$ cat src/rtl/down_timer.sv
// Loadable down-counter with one-shot/periodic modes, pause/resume and a terminal done pulse.
// Optional tick prescaler is enabled by defining DOWN_TIMER_PRESCALE_EN.
module down_timer #(
   parameter int WIDTH      = 8,
   parameter int PRESCALE_W = 4
) (
   input  logic                  clk,
   input  logic                  reset,
   input  logic                  load_valid,
   output logic                  load_ready,
   input  logic [WIDTH-1:0]      load_value,
   input  logic                  start,
   input  logic                  stop,
   input  logic                  periodic,
   input  logic [PRESCALE_W-1:0] prescale,
   output logic [WIDTH-1:0]      count,
   output logic                  busy,
   output logic                  done
);

   typedef enum logic [1:0] {IDLE, RUN, HOLD} state_t;

   state_t           state, state_n;
   logic [WIDTH-1:0] reload, reload_n, count_n, eff_count;
   logic             done_n, handshake, tick;

   assign load_ready = (state != RUN);
   assign handshake  = load_valid & load_ready;
   assign eff_count  = handshake ? load_value : count;

`ifdef DOWN_TIMER_PRESCALE_EN
   logic [PRESCALE_W-1:0] psc, psc_n;
   assign tick = (psc == prescale);
`else
   logic unused_prescale;
   assign unused_prescale = ^prescale;
   assign tick = 1'b1;
`endif

   always_comb begin
      state_n  = state;
      count_n  = count;
      reload_n = reload;
      done_n   = 1'b0;
`ifdef DOWN_TIMER_PRESCALE_EN
      psc_n    = psc;
`endif
      if (handshake) begin
         count_n  = load_value;
         reload_n = load_value;
      end
      case (state)
         IDLE, HOLD: begin
            if (start && !stop && eff_count != '0) begin
               state_n = RUN;
`ifdef DOWN_TIMER_PRESCALE_EN
               // HOLD resumes mid-period; only a fresh start restarts the divider
               if (state == IDLE) psc_n = '0;
`endif
            end
         end
         RUN: begin
            if (stop) begin
               state_n = HOLD;
            end else begin
`ifdef DOWN_TIMER_PRESCALE_EN
               psc_n = tick ? '0 : psc + PRESCALE_W'(1);
`endif
               if (tick) begin
                  if (count > WIDTH'(1)) begin
                     count_n = count - WIDTH'(1);
                  end else if (count == WIDTH'(1)) begin
                     done_n = 1'b1;
                     if (periodic && reload != '0) begin
                        count_n = reload;
                     end else begin
                        count_n = '0;
                        state_n = IDLE;
                     end
                  end else begin
                     count_n = '0;
                     state_n = IDLE;
                  end
               end
            end
         end
         default: state_n = IDLE;
      endcase
   end

   always_ff @(posedge clk) begin
      if (reset) begin
         state  <= IDLE;
         count  <= '0;
         reload <= '0;
         busy   <= 1'b0;
         done   <= 1'b0;
`ifdef DOWN_TIMER_PRESCALE_EN
         psc    <= '0;
`endif
      end else begin
         state  <= state_n;
         count  <= count_n;
         reload <= reload_n;
         busy   <= (state_n == RUN);
         done   <= done_n;
`ifdef DOWN_TIMER_PRESCALE_EN
         psc    <= psc_n;
`endif
      end
   end

endmodule

$ cat config.mk
export PLATFORM = sky130hd
export DESIGN_NAME = down_timer
export DESIGN_NICKNAME = d
export VERILOG_FILES = /design/src/rtl/down_timer.sv
export SDC_FILE = /design/constraint.sdc
export NUM_CORES = 1
export LEC_CHECK = 0
export CAP_MARGIN = 40
export CORE_MARGIN = 5
export CORE_UTILIZATION = 53
export CTS_BUF_LIST = sky130_fd_sc_hd__clkbuf_2 sky130_fd_sc_hd__clkbuf_4 sky130_fd_sc_hd__clkbuf_8
export DETAILED_ROUTE_END_ITERATION = 8
export GPL_ROUTABILITY_DRIVEN = 0
export PLACE_DENSITY = 0.86
export SETUP_SLACK_MARGIN = 0.2
export SLEW_MARGIN = 5
export SYNTH_ARGS = -nofsm -noshare
export SYNTH_HDL_FRONTEND = slang
export SYNTH_SLANG_ARGS = --single-unit
export TNS_END_PERCENT = 30
$ cat constraint.sdc
create_clock -name clk -period 3.1 [get_ports clk]
set_input_delay 0.31 -clock clk [delete_from_list [all_inputs] [get_ports clk]]
set_output_delay 0.31 -clock clk [all_outputs]
set_load 0.03 [all_outputs]
Yosys cells after proc, flatten, opt, wreduce, memory -nomap -nowiden:

Index checks and enable logic that the tools add are counted.
Widths: inputs -> output; s select.

* flip-flop bits (word level): 20
* logic and storage cells: 36

* $add $sub $neg: 1
* $lt $le $gt $ge: 1
* equal/unequal tests: 5
* muxes and demuxes: 13
* bitwise gates (word level): 2
* reductions and logical operators: 9

Operators with widths (count)
* $mux 8: 6
* $reduce_bool 8->1: 2
* $mux 2: 5
* $eq 8x1->1 const B: 1
* $gt 8x1->1 const B: 1
* $sub 8x1->8 const B: 1
* $eq 2x1->1 const B: 2
* $pmux 2 s2: 1
* $reduce_or 4->1: 1
* $logic_and 1x1->1: 3
* $eq 2x2->1 const B: 1
* $logic_not 2->1: 1
* $ne 2x1->1 const B: 1
* $reduce_or 2->1: 1
* $and 1x1->1: 1
* $logic_not 1->1: 1
* $mux 1: 1
* $not 1->1: 1

Longest topological paths before layout:

* depth in word-level cells: 8
* gate-level depth with buffers: 6

Least setup slack after synthesis:

OpenSTA, ideal clock, no wires.

* kind: flip-flop to flip-flop
* start point: register state[1]
* end point: register busy
* setup time: 0.070 ns
* data arrival time: 1.785 ns
* data required time: 3.030 ns
* path slack: 1.244 ns
* cell stages (with the launch flop): 6
* path buffers: 1
* period minus slack after synthesis: 1.856 ns
* cells stage by stage: dfxtp_1 nand2b_1 clkbuf_1 a211oi_1 or4b_2 a21oi_1

* word-level cells in the longest chain between the ends: 8
* elaborated cells between the ends (all ways): 16

RTL lines
* start: declaration: line 23 `state_t state, state_n;`
* start signal: assignment: line 102 `state <= state_n;`
* $ne 2x1->1: line 27 `assign load_ready = (state != RUN);`
* named net load_ready: line 10 `output logic load_ready,`
* $and 1x1->1: line 28 `assign handshake = load_valid & load_ready;`
* $mux 8: line 29 `assign eff_count = handshake ? load_value : count;`
* $reduce_bool 8->1: line 54 `if (start && !stop && eff_count != '0) begin`
* $logic_and 1x1->1: line 54
* $mux 2: line 54
* $pmux 2 s2: line 52 `case (state)`
* $eq 2x1->1: line 105 `busy <= (state_n == RUN);`
* end signal: assignment: line 105
* end: declaration: line 17 `output logic busy,`

The timed path passes the listed nets, and every way through them passes these cells.
A chain may end at the register's enable or synchronous reset.

Worst setup path in the final report:

* start point: register state[1]
* end point: output load_ready

* word-level cells in the longest chain between the ends: 1

RTL lines (line)
* $ne 2x1->1: 27
* end: declaration: 10

No other way between the ends.

==> metrics.md <==
| Metric | Value |
|---|---|
| Run status | completed |
| Startpoint of the tightest hold check path | reload[0]$_SDFFE_PP0N_ |
| Count of TritonRoute iterations in the first routing pass | 4 |
| Cell internal power dissipation | 0.4943 mW |
| Vertical die dimension | 55.53 um |
| Top fanout value on the critical path | 11 |
| Sw frac | 29.97% |
| Hold violation count in the final report | 0 |
| Fin cells | 180 |
| Proportion of layout cells with a drive suffix above 1 | 8.497% |
| Clock transition at the registers of the reported paths | 0.11 ns |
| Number of antenna violations at the first check in global routing | 0 |
| Endpoint, Worst Hold | reload[0]$_SDFFE_PP0N_ |
| Final worst-path cycle share | 65.03% |
| Maximum clock rate | 496.1 MHz |
| Worst hold-check path type | flip-flop to flip-flop |
| Flop pwr share | 42.6% |
| Clock latency on the worst-skew pair | 0.30 ns |
| Per-cell routed wire length | 16.17 um |
| Setup skew after layout | 0.002511 ns |
| Port buffer count | 24 |
| Number of setup violations in the final report | 0 |
| Cell area reported after detailed placement | 1333 um2 |
| Via count | 1113 |
| Initial Utilization | 55.99% |
| Num ports | 29 |
| Register-to-Register Path Depth | 4 |
| Worst IR drop on VDD | 0.3022 mV |
| Post-layout util | 70.60% |
| Vias per cell | 6.183 |
| Share of the yosys chip area belonging to registers | 36.45% |
| Sequential Area | 400.4 um2 |
| Number of max-slew violations in the final report | 0 |
| Max-slew headroom | 51.38% |
| Antenna diode instance count | 0 |
| Non-Filler Cell Area, Final | 1385 um2 |
| Signal arrival time at the worst endpoint | 1.71 ns |
| Post_cts resized | 0 |
| Commonest non-fill, non-tap cells in the layout | 24 x sky130_fd_sc_hd__clkdlybuf4s50_1, 20 x sky130_fd_sc_hd__dfxtp_1, 19 x sky130_fd_sc_hd__nand2_1 |
| Commonest non-fill, non-tap cell in the layout | sky130_fd_sc_hd__clkdlybuf4s50_1 |
| WHS Path Cells | 2 |
| DR iter-0 viols | 47 |
| Number of global-route vias before repair | 1029 |
| # rows | 16 |
| RR Endpoint | count[7]$_SDFF_PP0_ |
| Switching power | 0.2115 mW |
| Reg2reg start | count[6]$_SDFF_PP0_ |
| Number of storage elements in the synthesis netlist | 20 |
| Required time worst endpoint | 2.79 ns |
| Floorplan core area | 1962 um2 |
| Count of buffers added by post-CTS timing repair for setup | 0 |
| Leakage dissipation | 0.4963 nW |
| Number of buffers inserted during clock tree synthesis | 3 |
| Actual slew at the worst max-slew pin | 0.7270 ns |
| # DRC | 0 |
| Aggregate routed wire length | 2.910 mm |
| Layout filler cell count | 172 |
| Total negative slack for setup checks | 0 ns |
| Die Wd | 55.53 um |
| Total number of clock tree sinks | 20 |
| EDFF count, synth | 0 |
| CP startpoint kind | flip-flop |
| TritonCTS clock tree | built |
| Share of synthesized flip-flops with an asynchronous set or reset | 0% |
| Fraction of power consumed by combinational cells | 27.3% |
| Number of instances in the synthesized netlist | 133 |
| Maximum count of clock buffers along a single path | 2 |
| Synth unique cells | 31 |
| Total standard cell area after synthesis | 1099 um2 |
| CTS H-tree lvls | 1 |
| Die outline area | 3083 um2 |
| Cell at the root of the clock tree | sky130_fd_sc_hd__clkbuf_4 |
| Average instance area after synthesis | 8.260 um2 |
| Unrepaired setup endpoints after global routing | no |
| Share of power burned in the clock network | 30.2% |
| Global-route wire length before repair | 4.747 mm |
| Final critical-path required period | 2.016 ns |
| Placed cells | 176 |
| Crit end category | primary output |
| Most common flop cell mapped by yosys | sky130_fd_sc_hd__dfxtp_1 |
| Layout net count | 174 |
| Overall global routing resource usage | 19.31% |
| Reg2Reg Setup Slack | 1.19 ns |
| Max cap viols | 0 |
| Final global-route overflow total | 0 |
| Number of hold buffers added after CTS | 0 |
| Layout overhead on the synthesized area | 26.08% |
| Antenna viol nets, final | 0 |
| Category of the most critical setup path | flip-flop to primary output |
| Number of warnings reported in the yosys synthesis log | 0 |
| Final HPWL from detailed placement | 2.107 mm |
| Pin count of the biggest net entering global routing | 21 |
| Multi-input combinational cell area | 639.4 um2 |
| Power per cell area | 509.6 nW/um2 |
| Net count after synthesis | 153 |
[state kept, by name (all words and copies together) (netlist names)]
signal / count
busy: 1
count: 8
done: 1
reload: 8
state: 2
[cells by family after synthesis]
kind of cell	synth area share [%]
flops	36.45
simple gates	27.11
fa+ha+maj	2.278
buf+inv	5.353
mux	3.872
compound gates	24.15
xor+xnor	0.7974
[synth_stat cells (all sizes together), types with 2 or more instances]
cell	count	area (um2)
nand4	3	18.77
or2	2	12.51
or4	2	22.52
nor4	7	58.81
mux2i	2	20.02
a221oi	3	26.28
nand2b	4	25.02
inv	5	18.77
clkbuf	5	18.77
a211oi	13	97.59
nor3b	2	15.01
a32oi	2	17.52
buf	3	21.27
ha	2	25.02
mux2	2	22.52
nand2	19	71.32
dfxtp	20	400.4
nor2	5	18.77
a21oi	18	90.09
o21ai	2	10.01
and3	4	25.02
[worst max-delay path by stage]
stage	start	end	slack, ns	cells past startpoint
after detailed placement	load_valid	busy$_SDFF_PP0_	1.20	4
after global routing	state[1]$_SDFF_PP0_	load_ready	0.96	2
after floorplan	state[1]$_SDFF_PP0_	busy$_SDFF_PP0_	1.24	5
final	state[1]$_SDFF_PP0_	load_ready	1.08	2
after CTS	state[1]$_SDFF_PP0_	load_ready	1.07	2
after global placement	load_valid	busy$_SDFF_PP0_	1.21	4
[power by group through the flow]
stage | clock network (mW) | logic, mW | registers (mW)
after global placement | 0 | 0.185 | 0.304
final | 0.213 | 0.193 | 0.300
after floorplan | 0 | 0.113 | 0.318
after detailed placement | 0 | 0.189 | 0.306
after CTS | 0.218 | 0.191 | 0.300
after global routing | 0.230 | 0.208 | 0.304
[metrics by stage]
step / setup slack (ns) / power [mW] / hold slack, ns
after floorplan: 1.244 / 0.4309 / 0.4460
after global placement: 1.206 / 0.4892 / 0.4637
after detailed placement: 1.198 / 0.4946 / 0.4696
after CTS: 1.069 / 0.7086 / 0.4867
after global routing: 0.9595 / 0.7417 / 0.5167
final: 1.084 / 0.7058 / 0.4841
[metal layers]
metal | track usage, % | share of wire (%) | up-vias
li1 | - | - | 535
met1 | 23.23 | 43 | 530
met2 | 33.61 | 51 | 41
met3 | 3.963 | 5.0 | 7
met4 | 6.944 | 1.6 | 0
met5 | 0 | 0 | -
[worst max-delay path, stage by stage (launching register included)]
cell,delay (ns)
sky130_fd_sc_hd__dfxtp_1,0.35
sky130_fd_sc_hd__nand2b_1,0.31
sky130_fd_sc_hd__clkdlybuf4s50_1,0.74
[area by class of cell]
| cell class | instances | share of cell area [%] |
|---|---|---|
| multi-input combinational | 100 | 46.16 |
| sequential | 20 | 28.91 |
| timing repair buffer | 24 | 17.34 |
| tap | 27 | 2.439 |
| clock inverter | 1 | 2.168 |
| clock buffer | 3 | 1.626 |
| inverter | 5 | 1.355 |
Power figures use the tool's default switching activity.
